## config.mk

```make
export PLATFORM = sky130hd
export DESIGN_NAME = serial_sub_ctrl_flat
export DESIGN_NICKNAME = d
export VERILOG_FILES = /design/src/rtl/serial_sub_ctrl_if.sv /design/src/rtl/serial_sub_ctrl.sv /design/src/flat_wrapper.sv
export SDC_FILE = /design/constraint.sdc
export NUM_CORES = 1
export LEC_CHECK = 0
export CAP_MARGIN = 20
export CORE_UTILIZATION = 30
export DETAILED_ROUTE_END_ITERATION = 10
export PLACE_DENSITY = 0.59
export REMOVE_ABC_BUFFERS = 1
export SYNTH_ARGS = -nofsm -noshare
export SYNTH_HDL_FRONTEND = slang
export SYNTH_SLANG_ARGS = --single-unit
```

## constraint.sdc

```tcl
create_clock -name clk -period 1.4 [get_ports clk]
set_input_delay 0.28 -clock clk [delete_from_list [all_inputs] [get_ports clk]]
set_output_delay 0.28 -clock clk [all_outputs]
set_load 0.01 [all_outputs]
```

## src/rtl/serial_sub_ctrl_if.sv

```systemverilog
// serial_sub_ctrl_if
//   Handshake and operand bundle for the bit-serial subtraction controller.
//   The master side (the requester) drives the start request and the operands.
//   The slave side (the controller) returns status and the registered result.
//
//   Signals
//     start       master -> slave  request; only honoured while the controller is idle
//     a           master -> slave  minuend, WIDTH bits
//     b           master -> slave  subtrahend, WIDTH bits
//     bin         master -> slave  borrow-in
//     busy        slave -> master  high while an operation is in flight or completing
//     done        slave -> master  one-cycle pulse marking a fresh result
//     diff        slave -> master  (a - b - bin) mod 2^WIDTH, held between operations
//     borrow_out  slave -> master  unsigned borrow of the last completed operation
interface serial_sub_ctrl_if #(
  parameter int WIDTH = 8
);

  logic             start;
  logic [WIDTH-1:0] a;
  logic [WIDTH-1:0] b;
  logic             bin;
  logic             busy;
  logic             done;
  logic [WIDTH-1:0] diff;
  logic             borrow_out;

  modport master (
    output start,
    output a,
    output b,
    output bin,
    input  busy,
    input  done,
    input  diff,
    input  borrow_out
  );

  modport slave (
    input  start,
    input  a,
    input  b,
    input  bin,
    output busy,
    output done,
    output diff,
    output borrow_out
  );

endinterface

```

## src/rtl/serial_sub_ctrl.sv

```systemverilog
// serial_sub_ctrl
//   Bit-serial subtraction controller. Computes a - b - bin over WIDTH bits
//   with a single 1-bit full-subtract slice, one bit per clock, LSB first.
//   The slice is built from two half-subtract stages: the first combines the
//   operand bits, the second folds in the running borrow.
//
//   Ports
//     clk   in   single clock, every state update on the rising edge
//     rst   in   synchronous active-high reset, overrides everything
//     bus   slave modport of serial_sub_ctrl_if
//             start/a/b/bin in, busy/done/diff/borrow_out out
//
//   Timing
//     A start accepted at edge N enters RUN; WIDTH further edges process the
//     bits and the last of them enters DONE, so done is high in the cycle
//     after edge N+WIDTH and the controller is idle again after edge
//     N+WIDTH+1. Requests seen outside IDLE are dropped, not queued.
//
//   Outputs
//     busy/done are registered copies of the state decode, so there is no
//     combinational path from start to any output. diff/borrow_out only
//     change on entry to DONE (or on reset) and hold otherwise.
module serial_sub_ctrl #(
  parameter int WIDTH = 8
) (
  input  logic            clk,
  input  logic            rst,
  serial_sub_ctrl_if.slave bus
);

  // Counter only has to reach WIDTH-1; keep at least one bit for tiny widths.
  localparam int CW = (WIDTH > 1) ? $clog2(WIDTH) : 1;
  localparam logic [CW-1:0] LAST_BIT = CW'(WIDTH - 1);

  typedef enum logic [1:0] {
    IDLE = 2'd0,
    RUN  = 2'd1,
    DONE = 2'd2
  } state_t;

  state_t           state_q, state_d;
  logic [WIDTH-1:0] a_sh_q,  a_sh_d;
  logic [WIDTH-1:0] b_sh_q,  b_sh_d;
  logic             brw_q,   brw_d;
  logic [CW-1:0]    cnt_q,   cnt_d;
  logic [WIDTH-1:0] diff_q,  diff_d;
  logic             borrow_q, borrow_d;
  logic             busy_q,  busy_d;
  logic             done_q,  done_d;

  logic             a_bit;
  logic             b_bit;
  logic             half_diff;
  logic             half_brw;
  logic             d_bit;
  logic             brw_next;
  logic [WIDTH-1:0] res_shifted;

  // The 1-bit full-subtract slice, written as two half-subtract stages.
  // Stage one: a_bit - b_bit gives a partial difference and partial borrow.
  // Stage two: subtract the running borrow from the partial difference; its
  // borrow can only occur when the partial difference is 0, so the two
  // borrow terms are mutually exclusive and a plain OR merges them.
  always_comb begin
    a_bit     = a_sh_q[0];
    b_bit     = b_sh_q[0];
    half_diff = a_bit ^ b_bit;
    half_brw  = ~a_bit & b_bit;
    d_bit     = half_diff ^ brw_q;
    brw_next  = half_brw | (~half_diff & brw_q);
  end

  // The minuend register doubles as the result register: each cycle the
  // consumed LSB falls off the bottom and the new difference bit enters at
  // the top, so after WIDTH shifts it holds the full difference LSB-aligned.
  always_comb begin
    res_shifted = {d_bit, a_sh_q[WIDTH-1:1]};
  end

  // Next-state logic for the FSM and the datapath registers.
  // Everything holds by default; only the state-specific branches move data.
  // busy/done are derived from the next state so that, once registered, they
  // line up exactly with the state they describe.
  always_comb begin
    state_d  = state_q;
    a_sh_d   = a_sh_q;
    b_sh_d   = b_sh_q;
    brw_d    = brw_q;
    cnt_d    = cnt_q;
    diff_d   = diff_q;
    borrow_d = borrow_q;

    case (state_q)
      IDLE: begin
        if (bus.start) begin
          a_sh_d  = bus.a;
          b_sh_d  = bus.b;
          brw_d   = bus.bin;
          cnt_d   = '0;
          state_d = RUN;
        end
      end

      RUN: begin
        a_sh_d = res_shifted;
        b_sh_d = b_sh_q >> 1;
        brw_d  = brw_next;
        cnt_d  = cnt_q + CW'(1);
        if (cnt_q == LAST_BIT) begin
          diff_d   = res_shifted;
          borrow_d = brw_next;
          state_d  = DONE;
        end
      end

      DONE: begin
        state_d = IDLE;
      end

      default: begin
        state_d = IDLE;
      end
    endcase

    busy_d = (state_d != IDLE);
    done_d = (state_d == DONE);
  end

  // State and output registers. Reset wins over every other input in every
  // state, abandoning any operation in flight and clearing the held result.
  always_ff @(posedge clk) begin
    if (rst) begin
      state_q  <= IDLE;
      a_sh_q   <= '0;
      b_sh_q   <= '0;
      brw_q    <= 1'b0;
      cnt_q    <= '0;
      diff_q   <= '0;
      borrow_q <= 1'b0;
      busy_q   <= 1'b0;
      done_q   <= 1'b0;
    end else begin
      state_q  <= state_d;
      a_sh_q   <= a_sh_d;
      b_sh_q   <= b_sh_d;
      brw_q    <= brw_d;
      cnt_q    <= cnt_d;
      diff_q   <= diff_d;
      borrow_q <= borrow_d;
      busy_q   <= busy_d;
      done_q   <= done_d;
    end
  end

  assign bus.busy       = busy_q;
  assign bus.done       = done_q;
  assign bus.diff       = diff_q;
  assign bus.borrow_out = borrow_q;

endmodule

```

## src/flat_wrapper.sv

```systemverilog
// flat-port wrapper written by rule: the top's interface ports become plain ports
module serial_sub_ctrl_flat 
#(
  parameter int WIDTH = 8
)
  (clk, rst, bus_start, bus_a, bus_b, bus_bin, bus_busy, bus_done, bus_diff, bus_borrow_out);
  serial_sub_ctrl_if #(.WIDTH(WIDTH)) bus_i ();
  input  logic clk;
  input  logic rst;
  input wire logic [$bits(bus_i.start)-1:0] bus_start;
  input wire logic [$bits(bus_i.a)-1:0] bus_a;
  input wire logic [$bits(bus_i.b)-1:0] bus_b;
  input wire logic [$bits(bus_i.bin)-1:0] bus_bin;
  output wire logic [$bits(bus_i.busy)-1:0] bus_busy;
  output wire logic [$bits(bus_i.done)-1:0] bus_done;
  output wire logic [$bits(bus_i.diff)-1:0] bus_diff;
  output wire logic [$bits(bus_i.borrow_out)-1:0] bus_borrow_out;
  assign bus_i.start = bus_start;
  assign bus_i.a = bus_a;
  assign bus_i.b = bus_b;
  assign bus_i.bin = bus_bin;
  assign bus_busy = bus_i.busy;
  assign bus_done = bus_i.done;
  assign bus_diff = bus_i.diff;
  assign bus_borrow_out = bus_i.borrow_out;
  serial_sub_ctrl #(.WIDTH(WIDTH)) u_core (.clk(clk), .rst(rst), .bus(bus_i));
endmodule
```

==> flow_metrics.env <==
export IMPL_postPlaceCellArea_mm2=0.00172
export IMPL_max_clock_path_buffers=2
export IMPL_timing_critical_path_slowest_stage_cell="sky130_fd_sc_hd__dfxtp_2"
export IMPL_final_hold_slack_ns=0.448
export IMPL_worstHoldPathCells=3
export IMPL_rsz0062_at_grt="yes"
export IMPL_critical_path_cell_chain="ha_4 > ha_4 > nand3b_1 > clkbuf_16 > mux2i_1 > nor2_1"
export IMPL_synth_top_cells_by_area="sky130_fd_sc_hd__dfxtp_1 50%, sky130_fd_sc_hd__nor2_1 6.5%, sky130_fd_sc_hd__mux2i_1 6.0%"
export IMPL_ant_nets=0
export IMPL_grt_pass1_wl_um=4930
export IMPL_grt_start_max_net_pins=34
export IMPL_vdd_ir_drop_max_mv=0.345
export IMPL_worst_slew_pin_slew_ns=0.276
export IMPL_power_density_cells_mw_per_mm2=1100
export IMPL_syn_cell_area_mm2=0.00132
export IMPL_cp_most_frequent_cell="sky130_fd_sc_hd__ha_4"
export IMPL_htree_levels=2
export IMPL_chipHeight_um=68.4
export IMPL_post_synth_top_area_share_pct=49.9
export IMPL_global_route_overflow=0
export IMPL_worstPathArrival_ns=1.57
export IMPL_power_report_internal_total_w=0.00159
export IMPL_critPathRequiredTime_ns=1.58
export IMPL_run_status="completed"
export IMPL_synth_seq_area_share_pct=49.9
export IMPL_slew_limit_headroom_pct=81.6
export IMPL_detail_route_first_pass_iterations=4
export IMPL_switching_part_of_the_total_power_pct=23.6
export IMPL_dpl_cell_count=215
export IMPL_gp_congestion=0.753
export IMPL_hold_viol=0
export IMPL_power_share_combinational_pct=13.2
export IMPL_sequentialPowerShare_pct=49.4
export IMPL_max_cap_viol_count=0
export IMPL_diodes_inserted=0
export IMPL_dpl_hpwl_um=2110
export IMPL_fmax_mhz=716
export IMPL_critPathCaptureType="register"
export IMPL_period_needed_ns=1.40
export IMPL_layout_commonest_cell="sky130_fd_sc_hd__dfxtp_1"
export IMPL_wl_um=3170
export IMPL_clkLatencyLatePin_ns=0.28
export IMPL_setup_violations_final=0
export IMPL_most_frequent_cells_in_the_layout="30 x sky130_fd_sc_hd__dfxtp_1, 23 x sky130_fd_sc_hd__nor2_1, 18 x sky130_fd_sc_hd__clkdlybuf4s50_1"
export IMPL_worstHoldEndpoint="u_core.b_sh_q[7]$_SDFFE_PP0P_"
export IMPL_rows=23
export IMPL_design_final_nets=199
export IMPL_cts_tree="done"
export IMPL_port_buffers=30
export IMPL_worst_setup_path_type="register to register"
export IMPL_synth_lib_cells_used_distinct=29
export IMPL_drv_slew=0
export IMPL_clock_root_buffer="sky130_fd_sc_hd__clkbuf_8"
export IMPL_layout_cell_area_non_filler_mm2=0.00189
export IMPL_worst_hold_startpoint="bus_start"
export IMPL_reg_to_reg_end="u_core.bus.diff[2]$_SDFFE_PP0P_"
export IMPL_die_x_um=68.4
export IMPL_grt_antenna_before_repair=0
export IMPL_initialDrtViolationCount=94
export IMPL_worst_reg2reg_setup_slack_ns=0.004
export IMPL_delay_heaviest_family_cp="flip-flops"
export IMPL_route_detailed_drc=0
export IMPL_die_area_mm2=0.00468
export IMPL_timing_critical_path_from_type="register"
export IMPL_p_clk_share_pct=37.4
export IMPL_final_layout_size_suffix_gt1_share_pct=19.8
export IMPL_area_growth_syn_to_layout_pct=42.9
export IMPL_final_setup_skew_ns=0.00405
export IMPL_instances_no_fill=227
export IMPL_hp_class="input port to register"
export IMPL_syn_inst=136
export IMPL_static_leakage_power_nw=0.839
export IMPL_post_route_period_util_pct=99.7
export IMPL_reg2regPathDepth=6
export IMPL_p_total_w=0.00208
export IMPL_grt_pass1_vias=1093
export IMPL_yosysTopAreaCell="sky130_fd_sc_hd__dfxtp_1"
export IMPL_count_of_pins_on_the_block_boundary=31
export IMPL_clk_transition_reported_paths_ns=0.07
export IMPL_maximum_fanout_along_the_worst_path=5
export IMPL_critical_path_buf_inv_count=1
export IMPL_crit_reg2reg_launch="u_core.cnt_q[1]$_SDFFE_PP0P_"
export IMPL_synth_seq_cells=33
export IMPL_synth_warning_count=0
export IMPL_synth_area_per_cell_um2=9.73
export IMPL_via_count=1140
export IMPL_slowest_delay_ns=0.34
export IMPL_fin_tns_setup_ns=0
export IMPL_fillers=391
export IMPL_wl_per_cell_um=14.0
export IMPL_p_sw_w=0.000491
export IMPL_grtUsageTotal_pct=14.8
export IMPL_numCtsBuffers=5
export IMPL_initial_utilization_pct=32.2
export IMPL_routed_via_density=5.02
export IMPL_design_core_area_mm2=0.00412
export IMPL_clock_sinks=33
## cell type report
type | count | area [um2] | share of cell area [%]
Multi-Input combinational cell | 82 | 593 | 31.3
Clock buffer | 7 | 96.3 | 5.09
Sequential cell | 33 | 664 | 35.1
Tap cell | 50 | 62.6 | 3.31
Inverter | 11 | 41.3 | 2.18
Clock inverter | 1 | 5.00 | 0.265
Timing Repair Buffer | 43 | 429 | 22.7
## worst max path at each step
stage	startpoint	to	slack (ns)	cells past startpoint
after detailed placement	bus_start	u_core.b_sh_q[5]$_SDFFE_PP0P_	-0.18	5
after floorplan	u_core.cnt_q[0]$_SDFFE_PP0P_	u_core.bus.diff[1]$_SDFFE_PP0P_	-0.06	5
final	u_core.cnt_q[1]$_SDFFE_PP0P_	u_core.bus.diff[2]$_SDFFE_PP0P_	0.004	6
after global routing	u_core.cnt_q[0]$_SDFFE_PP0P_	u_core.bus.diff[7]$_SDFFE_PP0P_	-0.07	6
after global placement	bus_start	u_core.a_sh_q[5]$_SDFFE_PP0P_	-0.11	4
after CTS	u_core.cnt_q[0]$_SDFFE_PP0P_	u_core.bus.diff[7]$_SDFFE_PP0P_	0.02	6
## cell families after synthesis
| family | Yosys count | share of synthesized area (%) |
|---|---|---|
| AO/OA/AOI/OAI | 41 | 23.4 |
| adder cells (fa/ha/maj) | 3 | 3.40 |
| buffers and inverters | 21 | 7.66 |
| flip-flops | 33 | 49.9 |
| multiplexers | 8 | 6.05 |
| AND/OR/NAND/NOR | 30 | 9.55 |
## power by group through the flow
| stage | Combinational [W] | Clock (W) | Sequential (W) |
|---|---|---|---|
| after global routing | 0.000306 | 0.000843 | 0.00103 |
| after floorplan | 0.000129 | 0 | 0.00104 |
| after global placement | 0.000249 | 0 | 0.00104 |
| after detailed placement | 0.000256 | 0 | 0.00105 |
| after CTS | 0.000257 | 0.000795 | 0.00103 |
| final | 0.000274 | 0.000779 | 0.00103 |
## metrics by stage
step | utilization (%) | worst slack, ns
after detailed placement | 41.8 | -0.183
after global routing | 46.0 | -0.0666
final | 46.0 | 0.00395
after global placement | 41.8 | -0.113
after floorplan | - | -0.0556
after CTS | 43.9 | 0.0169
## cells in the mapped netlist
master and n:
sky130_fd_sc_hd__nor2_1 23, sky130_fd_sc_hd__a211oi_2 1, sky130_fd_sc_hd__nand2_1 2, sky130_fd_sc_hd__ha_1 2, sky130_fd_sc_hd__a32oi_1 1, sky130_fd_sc_hd__o221a_1 1, sky130_fd_sc_hd__buf_2 3, sky130_fd_sc_hd__dfxtp_1 33
sky130_fd_sc_hd__a221oi_1 1, sky130_fd_sc_hd__nand3_1 1, sky130_fd_sc_hd__a22oi_1 2, sky130_fd_sc_hd__o21bai_1 1, sky130_fd_sc_hd__o22ai_1 8, sky130_fd_sc_hd__buf_4 1, sky130_fd_sc_hd__o21ba_1 1, sky130_fd_sc_hd__inv_1 10
sky130_fd_sc_hd__nand3b_1 1, sky130_fd_sc_hd__nand2b_1 1, sky130_fd_sc_hd__fa_1 1, sky130_fd_sc_hd__clkinv_1 1, sky130_fd_sc_hd__a211oi_1 8, sky130_fd_sc_hd__a21oi_1 10, sky130_fd_sc_hd__a311oi_1 1, sky130_fd_sc_hd__and2b_1 1
sky130_fd_sc_hd__buf_6 2, sky130_fd_sc_hd__o221a_2 6, sky130_fd_sc_hd__mux2i_1 8, sky130_fd_sc_hd__nor2b_1 1, sky130_fd_sc_hd__clkbuf_1 4
## worst register-to-register path: cells and delay by family, from the launching register on
kind / cells / cell delay (ns)
adders and majority gates: 2 / 0.32
buffers and inverters: 1 / 0.20
DFF: 1 / 0.34
muxes: 1 / 0.18
and+or+nand+nor: 2 / 0.26
## per-layer routing
| metal | GRT usage (%) | wire [um] | up-vias |
|---|---|---|---|
| li1 | - | - | 563 |
| met1 | 17.1 | 1380 | 539 |
| met2 | 24.0 | 1580 | 34 |
| met3 | 5.83 | 178 | 4 |
| met4 | 6.25 | 25 | 0 |
| met5 | 0 | 0 | - |
## sequential cells by signal, summed over array words and instances (netlist names)
signal	count
u_core.brw_q	1
u_core.bus.borrow_out	1
u_core.cnt_q	3
u_core.state_q	2
u_core.bus.diff	8
u_core.b_sh_q	8
u_core.bus.busy	1
u_core.bus.done	1
u_core.a_sh_q	8
## timing repair
item,4_1_cts,5_1_grt
pin swaps,0,3
resized for setup,11,10
gates cloned,0,1
hold buffers,0,0
endpoints found under the setup margin,11,11
buffers inserted,0,3
No activity file was read; power rests on OpenSTA's default activity.
